`src/rtl/gl_cmd_sequencer_pkg.sv`:
```
// Shared opcode map, FSM state encodings and reset constants for the GL command sequencer.
package gl_defines;

  localparam logic [7:0] OP_PUSH     = 8'h01;
  localparam logic [7:0] OP_POP      = 8'h02;
  localparam logic [7:0] OP_VERTEX   = 8'h03;
  localparam logic [7:0] OP_COLOR    = 8'h04;
  localparam logic [7:0] OP_MODE     = 8'h10;
  localparam logic [7:0] OP_MUL_A    = 8'h11;
  localparam logic [7:0] OP_LOAD_ID  = 8'h12;
  localparam logic [7:0] OP_LOAD     = 8'h13;
  localparam logic [7:0] OP_MUL_B    = 8'h16;
  localparam logic [7:0] OP_MUL_C    = 8'h17;
  localparam logic [7:0] OP_MUL_D    = 8'h18;
  localparam logic [7:0] OP_VIEWPORT = 8'h19;

  localparam logic [2:0] ST_IDLE     = 3'd0;
  localparam logic [2:0] ST_MUL      = 3'd1;
  localparam logic [2:0] ST_LOAD     = 3'd2;
  localparam logic [2:0] ST_VTX_MV   = 3'd3;
  localparam logic [2:0] ST_VTX_PROJ = 3'd4;
  localparam logic [2:0] ST_VTX_DIV  = 3'd5;

  // 640.0 and 480.0 as IEEE-754 single precision
  localparam logic [31:0] VP_MAX_X_RST = 32'h44200000;
  localparam logic [31:0] VP_MAX_Y_RST = 32'h43F00000;

  function automatic int max_of(input int a, input int b);
    return (a > b) ? a : b;
  endfunction

endpackage

```
`src/rtl/gl_stack_depth.sv`:
```
// Depth counter for one matrix stack; saturates at 0 and DEPTH, the owner decides on errors.
module gl_stack_depth #(
  parameter int DEPTH = 32
) (
  input  logic clk,
  input  logic rst,
  input  logic push_i,
  input  logic pop_i,
  output logic full_o,
  output logic empty_o
);

  localparam int W = $clog2(DEPTH + 1);

  logic [W-1:0] depth_q, depth_d;

  assign full_o  = (depth_q == W'(DEPTH));
  assign empty_o = (depth_q == '0);

  always_comb begin
    depth_d = depth_q;
    if (push_i && !full_o) begin
      depth_d = depth_q + W'(1);
    end else if (pop_i && !empty_o) begin
      depth_d = depth_q - W'(1);
    end
  end

  always_ff @(posedge clk) begin
    if (rst) begin
      depth_q <= '0;
    end else begin
      depth_q <= depth_d;
    end
  end

endmodule

```
`src/rtl/gl_cmd_sequencer.sv`:
```
// Decodes GL-style commands into single-cycle control pulses and timed multi-cycle sequences
// (matrix multiply, vertex transform, BRAM matrix load); one command in flight at a time.
module gl_cmd_sequencer
  import gl_defines::*;
#(
  parameter int MUL44_LAT   = 15,
  parameter int MUL41_LAT   = 6,
  parameter int DIV_LAT     = 2,
  parameter int LOAD_ROWS   = 4,
  parameter int ADDR_STRIDE = 16,
  parameter int STACK_DEPTH = 32
) (
  input  logic        clk,
  input  logic        rst,
  input  logic        cmd_valid,
  output logic        cmd_ready,
  input  logic [7:0]  opcode,
  input  logic [22:0] imm,
  input  logic [31:0] bram_addr_in,
  output logic [31:0] bram_addr_out,
  input  logic [31:0] bram_read_in_0,
  input  logic [31:0] bram_read_in_1,
  input  logic [31:0] bram_read_in_2,
  input  logic [31:0] bram_read_in_3,
  input  logic [31:0] color_in,
  output logic [31:0] color_out,
  output logic [31:0] viewport_min_x,
  output logic [31:0] viewport_min_y,
  output logic [31:0] viewport_max_x,
  output logic [31:0] viewport_max_y,
  output logic        push_en,
  output logic        pop_en,
  output logic        matrix_load_en,
  output logic        matrix_load_id_en,
  output logic        matrix_mul_en,
  output logic        perspective_div_en,
  output logic        matrix_mul_type,
  output logic        matrix_mode_out,
  output logic        stack_err,
  output logic        busy
);

  localparam int MAX_LAT = max_of(max_of(MUL44_LAT, MUL41_LAT), max_of(DIV_LAT, LOAD_ROWS));
  localparam int CNT_W   = $clog2(MAX_LAT) + 1;

  logic [2:0]       state_q, state_d;
  logic [CNT_W-1:0] cnt_q, cnt_d;
  logic             curr_mode_q, curr_mode_d;
  logic             mul_type_q, mul_type_d;
  logic             mode_out_q, mode_out_d;
  logic             err_q, err_d;
  logic [31:0]      color_q, color_d;
  logic [31:0]      addr_q, addr_d;
  logic [31:0]      vp_min_x_q, vp_min_x_d, vp_min_y_q, vp_min_y_d;
  logic [31:0]      vp_max_x_q, vp_max_x_d, vp_max_y_q, vp_max_y_d;
  logic             push_en_q, push_en_d, pop_en_q, pop_en_d;
  logic             load_en_q, load_en_d, load_id_en_q, load_id_en_d;
  logic             mul_en_q, mul_en_d, div_en_q, div_en_d;

  logic       accept;
  logic       push_fire, pop_fire;
  logic [1:0] full, empty;
  logic       unused_imm;

  assign accept     = cmd_valid && cmd_ready;
  assign push_fire  = accept && (opcode == OP_PUSH) && !full[curr_mode_q];
  assign pop_fire   = accept && (opcode == OP_POP) && !empty[curr_mode_q];
  assign unused_imm = ^imm[22:1];

  // Index 0 tracks the projection stack, index 1 the modelview stack
  generate
    for (genvar gi = 0; gi < 2; gi++) begin : g_stack
      gl_stack_depth #(
        .DEPTH(STACK_DEPTH)
      ) u_depth (
        .clk    (clk),
        .rst    (rst),
        .push_i (push_fire && (curr_mode_q == 1'(gi))),
        .pop_i  (pop_fire && (curr_mode_q == 1'(gi))),
        .full_o (full[gi]),
        .empty_o(empty[gi])
      );
    end
  endgenerate

  always_comb begin
    state_d      = state_q;
    cnt_d        = cnt_q;
    curr_mode_d  = curr_mode_q;
    mul_type_d   = mul_type_q;
    mode_out_d   = mode_out_q;
    err_d        = err_q;
    color_d      = color_q;
    addr_d       = addr_q;
    vp_min_x_d   = vp_min_x_q;
    vp_min_y_d   = vp_min_y_q;
    vp_max_x_d   = vp_max_x_q;
    vp_max_y_d   = vp_max_y_q;
    push_en_d    = 1'b0;
    pop_en_d     = 1'b0;
    load_en_d    = 1'b0;
    load_id_en_d = 1'b0;
    mul_en_d     = 1'b0;
    div_en_d     = 1'b0;

    case (state_q)
      ST_IDLE: begin
        if (accept) begin
          case (opcode)
            OP_PUSH: begin
              mode_out_d = curr_mode_q;
              push_en_d  = push_fire;
              if (!push_fire) err_d = 1'b1;
            end
            OP_POP: begin
              mode_out_d = curr_mode_q;
              pop_en_d   = pop_fire;
              if (!pop_fire) err_d = 1'b1;
            end
            OP_COLOR: color_d = color_in;
            OP_MODE:  curr_mode_d = imm[0];
            OP_LOAD_ID: begin
              load_id_en_d = 1'b1;
              mode_out_d   = curr_mode_q;
            end
            OP_VIEWPORT: begin
              vp_min_x_d = bram_read_in_0;
              vp_min_y_d = bram_read_in_1;
              vp_max_x_d = bram_read_in_2;
              vp_max_y_d = bram_read_in_3;
            end
            OP_MUL_A, OP_MUL_B, OP_MUL_C, OP_MUL_D: begin
              state_d    = ST_MUL;
              cnt_d      = CNT_W'(MUL44_LAT - 1);
              mul_en_d   = 1'b1;
              mul_type_d = 1'b1;
              mode_out_d = curr_mode_q;
            end
            OP_VERTEX: begin
              state_d    = ST_VTX_MV;
              cnt_d      = CNT_W'(MUL41_LAT - 1);
              mul_en_d   = 1'b1;
              mul_type_d = 1'b0;
              mode_out_d = 1'b1;
            end
            OP_LOAD: begin
              state_d    = ST_LOAD;
              cnt_d      = CNT_W'(LOAD_ROWS - 1);
              load_en_d  = 1'b1;
              addr_d     = bram_addr_in;
              mode_out_d = curr_mode_q;
            end
            default: ;
          endcase
        end
      end
      ST_MUL: begin
        if (cnt_q == '0) state_d = ST_IDLE;
        else cnt_d = cnt_q - CNT_W'(1);
      end
      ST_LOAD: begin
        if (cnt_q == '0) begin
          state_d = ST_IDLE;
        end else begin
          cnt_d     = cnt_q - CNT_W'(1);
          load_en_d = 1'b1;
          addr_d    = addr_q + 32'(ADDR_STRIDE);
        end
      end
      ST_VTX_MV: begin
        if (cnt_q == '0) begin
          state_d    = ST_VTX_PROJ;
          cnt_d      = CNT_W'(MUL41_LAT - 1);
          mul_en_d   = 1'b1;
          mode_out_d = 1'b0;
        end else begin
          cnt_d = cnt_q - CNT_W'(1);
        end
      end
      ST_VTX_PROJ: begin
        if (cnt_q == '0) begin
          state_d  = ST_VTX_DIV;
          cnt_d    = CNT_W'(DIV_LAT - 1);
          div_en_d = 1'b1;
        end else begin
          cnt_d = cnt_q - CNT_W'(1);
        end
      end
      ST_VTX_DIV: begin
        if (cnt_q == '0) state_d = ST_IDLE;
        else cnt_d = cnt_q - CNT_W'(1);
      end
      default: state_d = ST_IDLE;
    endcase
  end

  always_ff @(posedge clk) begin
    if (rst) begin
      state_q      <= ST_IDLE;
      cnt_q        <= '0;
      curr_mode_q  <= 1'b0;
      mul_type_q   <= 1'b0;
      mode_out_q   <= 1'b0;
      err_q        <= 1'b0;
      color_q      <= '0;
      addr_q       <= '0;
      vp_min_x_q   <= '0;
      vp_min_y_q   <= '0;
      vp_max_x_q   <= VP_MAX_X_RST;
      vp_max_y_q   <= VP_MAX_Y_RST;
      push_en_q    <= 1'b0;
      pop_en_q     <= 1'b0;
      load_en_q    <= 1'b0;
      load_id_en_q <= 1'b0;
      mul_en_q     <= 1'b0;
      div_en_q     <= 1'b0;
    end else begin
      state_q      <= state_d;
      cnt_q        <= cnt_d;
      curr_mode_q  <= curr_mode_d;
      mul_type_q   <= mul_type_d;
      mode_out_q   <= mode_out_d;
      err_q        <= err_d;
      color_q      <= color_d;
      addr_q       <= addr_d;
      vp_min_x_q   <= vp_min_x_d;
      vp_min_y_q   <= vp_min_y_d;
      vp_max_x_q   <= vp_max_x_d;
      vp_max_y_q   <= vp_max_y_d;
      push_en_q    <= push_en_d;
      pop_en_q     <= pop_en_d;
      load_en_q    <= load_en_d;
      load_id_en_q <= load_id_en_d;
      mul_en_q     <= mul_en_d;
      div_en_q     <= div_en_d;
    end
  end

  assign cmd_ready          = (state_q == ST_IDLE);
  assign busy               = ~cmd_ready;
  assign bram_addr_out      = addr_q;
  assign color_out          = color_q;
  assign viewport_min_x     = vp_min_x_q;
  assign viewport_min_y     = vp_min_y_q;
  assign viewport_max_x     = vp_max_x_q;
  assign viewport_max_y     = vp_max_y_q;
  assign push_en            = push_en_q;
  assign pop_en             = pop_en_q;
  assign matrix_load_en     = load_en_q;
  assign matrix_load_id_en  = load_id_en_q;
  assign matrix_mul_en      = mul_en_q;
  assign perspective_div_en = div_en_q;
  assign matrix_mul_type    = mul_type_q;
  assign matrix_mode_out    = mode_out_q;
  assign stack_err          = err_q;

endmodule

```
`config.mk`:
```
export PLATFORM = sky130hd
export DESIGN_NAME = gl_cmd_sequencer
export DESIGN_NICKNAME = d
export VERILOG_FILES = /design/src/rtl/gl_cmd_sequencer_pkg.sv /design/src/rtl/gl_stack_depth.sv /design/src/rtl/gl_cmd_sequencer.sv
export SDC_FILE = /design/constraint.sdc
export NUM_CORES = 1
export LEC_CHECK = 0
export CORE_MARGIN = 8
export CORE_UTILIZATION = 40
export CTS_BUF_LIST = sky130_fd_sc_hd__clkbuf_8
export DETAILED_ROUTE_END_ITERATION = 12
export PLACE_DENSITY_LB_ADDON = 0.1
export SKIP_LAST_GASP = 1
export SYNTH_ARGS = -nofsm -noshare
export SYNTH_HDL_FRONTEND = slang
export SYNTH_HIERARCHICAL = 1
export SYNTH_SLANG_ARGS = --single-unit
export TNS_END_PERCENT = 30
```
`constraint.sdc`:
```
create_clock -name clk -period 4.2 [get_ports clk]
set_input_delay 0.84 -clock clk [delete_from_list [all_inputs] [get_ports clk]]
set_output_delay 0.84 -clock clk [all_outputs]
set_load 0.01 [all_outputs]
```
==> flow_metrics.py <==
metrics = {
    "run_status": {
        "status": "complete, no violations",
    },
    "cts": {
        "clock_latency_ps": 520,
        "ctsResizeCount": 0,
        "numCtsBuffers": 39,
        "cts_tree": "built",
        "clock_sinks": 222,
        "clk_path_buf_depth": 3,
        "holdBufCountCts": 0,
        "htree_levels": 2,
        "clk_pin_slew_worst_paths_ps": 60,
        "cts_setup_buffers": 0,
        "cts_root_buf": "clkbuf_8",
    },
    "yosys": {
        "netlist-cell-type-count": 80,
        "synth_commonest_cells": "nand2_1 (374), dfxtp_1 (222), a21oi_1 (193)",
        "async_reset_ff_frac": 0,
        "synth_area_sq_um": 9700,
        "ys_ff_latch": 222,
        "synth-edff-count": 0,
        "synth.most_common_cell": "nand2_1",
        "yosysWarnings": 6,
        "avgSynthCellArea_sq_um": 7.93,
        "synth_top_area_share": 0.458,
        "synth_cells": 1223,
        "synth_area_leaders": "dfxtp_1 (46%), nand2_1 (14%), a21oi_1 (10%)",
        "yosys_most_used_dff": "dfxtp_1",
        "synth_top_cell_by_area": "dfxtp_1",
        "yosysSeqAreaShare": 0.458,
        "syn-num-nets": 1463,
    },
    "timing": {
        "finalSetupViolCount": 0,
        "max_freq_mhz": 284,
        "drv_slew": 0,
        "setup_tns_ps": 0,
        "finalCritPeriodShare": 0.838,
        "min_period_ps": 3520,
        "slew_headroom": 0.255,
        "clock-skew-final_ps": 16.5,
        "hold_viol": 0,
        "rsz0062_at_grt": "false",
        "fin_ws_ps": 681,
        "worst_pin_slew_ps": 1120,
    },
    "critical_path": {
        "slowest_delay_ps": 440,
        "cp_common_cell": "nand2_1",
        "crit_fanout": 6,
        "crit_type": "in2reg",
        "required_ps": 4620,
        "rr_worst_depth": 13,
        "crit_chain": "clkdlybuf4s50_1, nor3_1, nand2_1, nor4_1, buf_4, nand3_1, nor2_1, nand2_1, ha_1, a21oi_1, nand2_1, a31oi_1, a31oi_1, a221oi_1",
        "slowest_stage": "clkdlybuf4s50_1",
        "crit_path_start_kind": "input port",
        "worstPathArrival_ps": 3940,
        "end_kind": "register",
    },
    "finish": {
        "n_antenna_cell": 0,
        "layout-drive-gt1-share": 0.0663,
        "multiInputGateArea_sq_um": 4740,
        "regArea_sq_um": 4440,
        "area_growth_pct": 52.0,
        "fill_cells": 2170,
        "final_net_count": 1853,
    },
    "drt": {
        "wl_met3_um": 2720,
        "route.detailed.drc": 0,
        "dr_wl_met2_um": 18200,
        "ant_nets": 0,
        "vias": 10100,
        "drtPass1Iterations": 5,
        "via_per_inst": 5.15,
        "routed_wl_um": 37000,
        "first_iter_violations": 731,
        "highest-signal-layer": "met5",
        "routedWlPerCell_um": 18.8,
        "drt-met1-wl_um": 15100,
    },
    "pwr": {
        "power_density_nw_per_um2": 294,
        "vdd_drop_max_mv": 0.300,
        "p_leak_nw": 5.19,
    },
    "floorplan": {
        "dieHeight_um": 172,
        "pin_count": 429,
        "die-area_sq_um": 29500,
        "core_area_sq_um": 24000,
        "fp.dieW_um": 172,
        "row_count": 57,
        "start_util": 0.404,
    },
    "place": {
        "port_buffers": 406,
        "place_congestion": 0.856,
        "dp_hpwl_um": 26700,
        "pre_cts_slack_ps": 177,
    },
    "global_routing": {
        "grt_pass1_wl_um": 55300,
        "grt.total_usage": 0.235,
        "first_global_vias": 9410,
        "antenna_found_initial": 1,
        "grt-ovfl-total": 0,
        "grt_start_max_net_pins": 206,
    },
    "hold_path": {
        "hold_depth": 2,
        "hold_path_class": "reg2reg",
    },
    "run": {
        "cap_violations": 0,
    },
}
[worst max-delay path, delay by kind of cell]
kind	cells	cell delay, ps
AND/OR/NAND/NOR	7	1210
AO/OA/AOI/OAI	4	920
adder cells (fa/ha/maj)	1	350
buffers and inverters	2	620
[layout make-up]
cell class                      count  area share
Clock buffer                       48      0.0448
Clock inverter                     23     0.00670
Inverter                           29     0.00738
Multi-Input combinational cell    890       0.321
Sequential cell                   222       0.301
Tap cell                          324      0.0275
Timing Repair Buffer              431       0.291
[flip-flops by register name, indices dropped and copies added, names as in the netlist, 3 cells and up]
register / cells
bram_addr_out: 32
cnt_q: 5
color_out: 32
g_stack.u_depth/depth_q: 12
state_q: 3
viewport_max_x: 32
viewport_max_y: 32
viewport_min_x: 32
viewport_min_y: 32
[through the flow]
stage / instances / total power [mW] / instance area (sq um) / hold slack [ps] / util
global placement: 1896 / 2.47 / 14000 / 440 / 0.582
CTS: 1967 / 4.41 / 14700 / 454 / 0.614
finish: 1967 / 4.34 / 14700 / 452 / 0.614
floorplan: 1223 / 2.24 / 9700 / 470 / -
global route: 1967 / 4.54 / 14700 / 468 / 0.614
detailed placement: 1896 / 2.47 / 14000 / 446 / 0.582
[cells by family after synthesis]
logic type / Yosys count / synth area share
fa+ha+maj: 14 / 0.0196
mux: 11 / 0.0115
buf+inv: 111 / 0.0547
flops: 222 / 0.458
xor+xnor: 8 / 0.00722
compound gates: 314 / 0.198
simple gates: 543 / 0.251
[cell usage in the layout (no fill, tap or decap), drive strengths merged, types with 4 or more instances in the layout]
| master | instances |
|---|---|
| nand3 | 39 |
| a21o | 9 |
| nor4b | 4 |
| nand4 | 11 |
| a21oi | 193 |
| clkdlybuf4s50 | 405 |
| a2bb2oi | 4 |
| nand2 | 374 |
| a311oi | 4 |
| o22ai | 7 |
| nor2 | 41 |
| a31oi | 8 |
| dfxtp | 222 |
| or3 | 5 |
| and4 | 4 |
| a211oi | 12 |
| inv | 48 |
| a22o | 4 |
| clkbuf | 48 |
| nand2b | 7 |
| o31a | 4 |
| a32o | 4 |
| mux2i | 10 |
| ha | 12 |
| xor2 | 5 |
| o31ai | 9 |
| nor3 | 19 |
| o32ai | 5 |
| nor4 | 8 |
| buf | 26 |
| and3 | 10 |
| o21ai | 22 |
[path summary, 6_finish.rpt]
| kind | from | end | slack, ps |
|---|---|---|---|
| setup / recovery | opcode[5] | g_stack[0].u_depth/depth_q[5] | 680 |
| hold / removal | viewport_max_y[12] | viewport_max_y[12] | 450 |
| setup reg to reg | state_q[0] | g_stack[0].u_depth/depth_q[5] | 860 |
| hold reg to reg | viewport_max_y[12] | viewport_max_y[12] | 450 |
[report_power, final]
part	leakage, nW	internal, mW	switching, mW
Combinational	2.95	0.205	0.107
Sequential	1.79	2.11	0.00397
Clock	0.457	1.03	0.881
Total	5.19	3.35	0.993
[metal layers]
metal  vias to the layer above  GRT usage
li1                       5001          -
met1                      4734      0.287
met2                       329      0.404
met3                        63     0.0562
met4                         2     0.0712
met5                         -          0
Power figures use the tool's default switching activity.
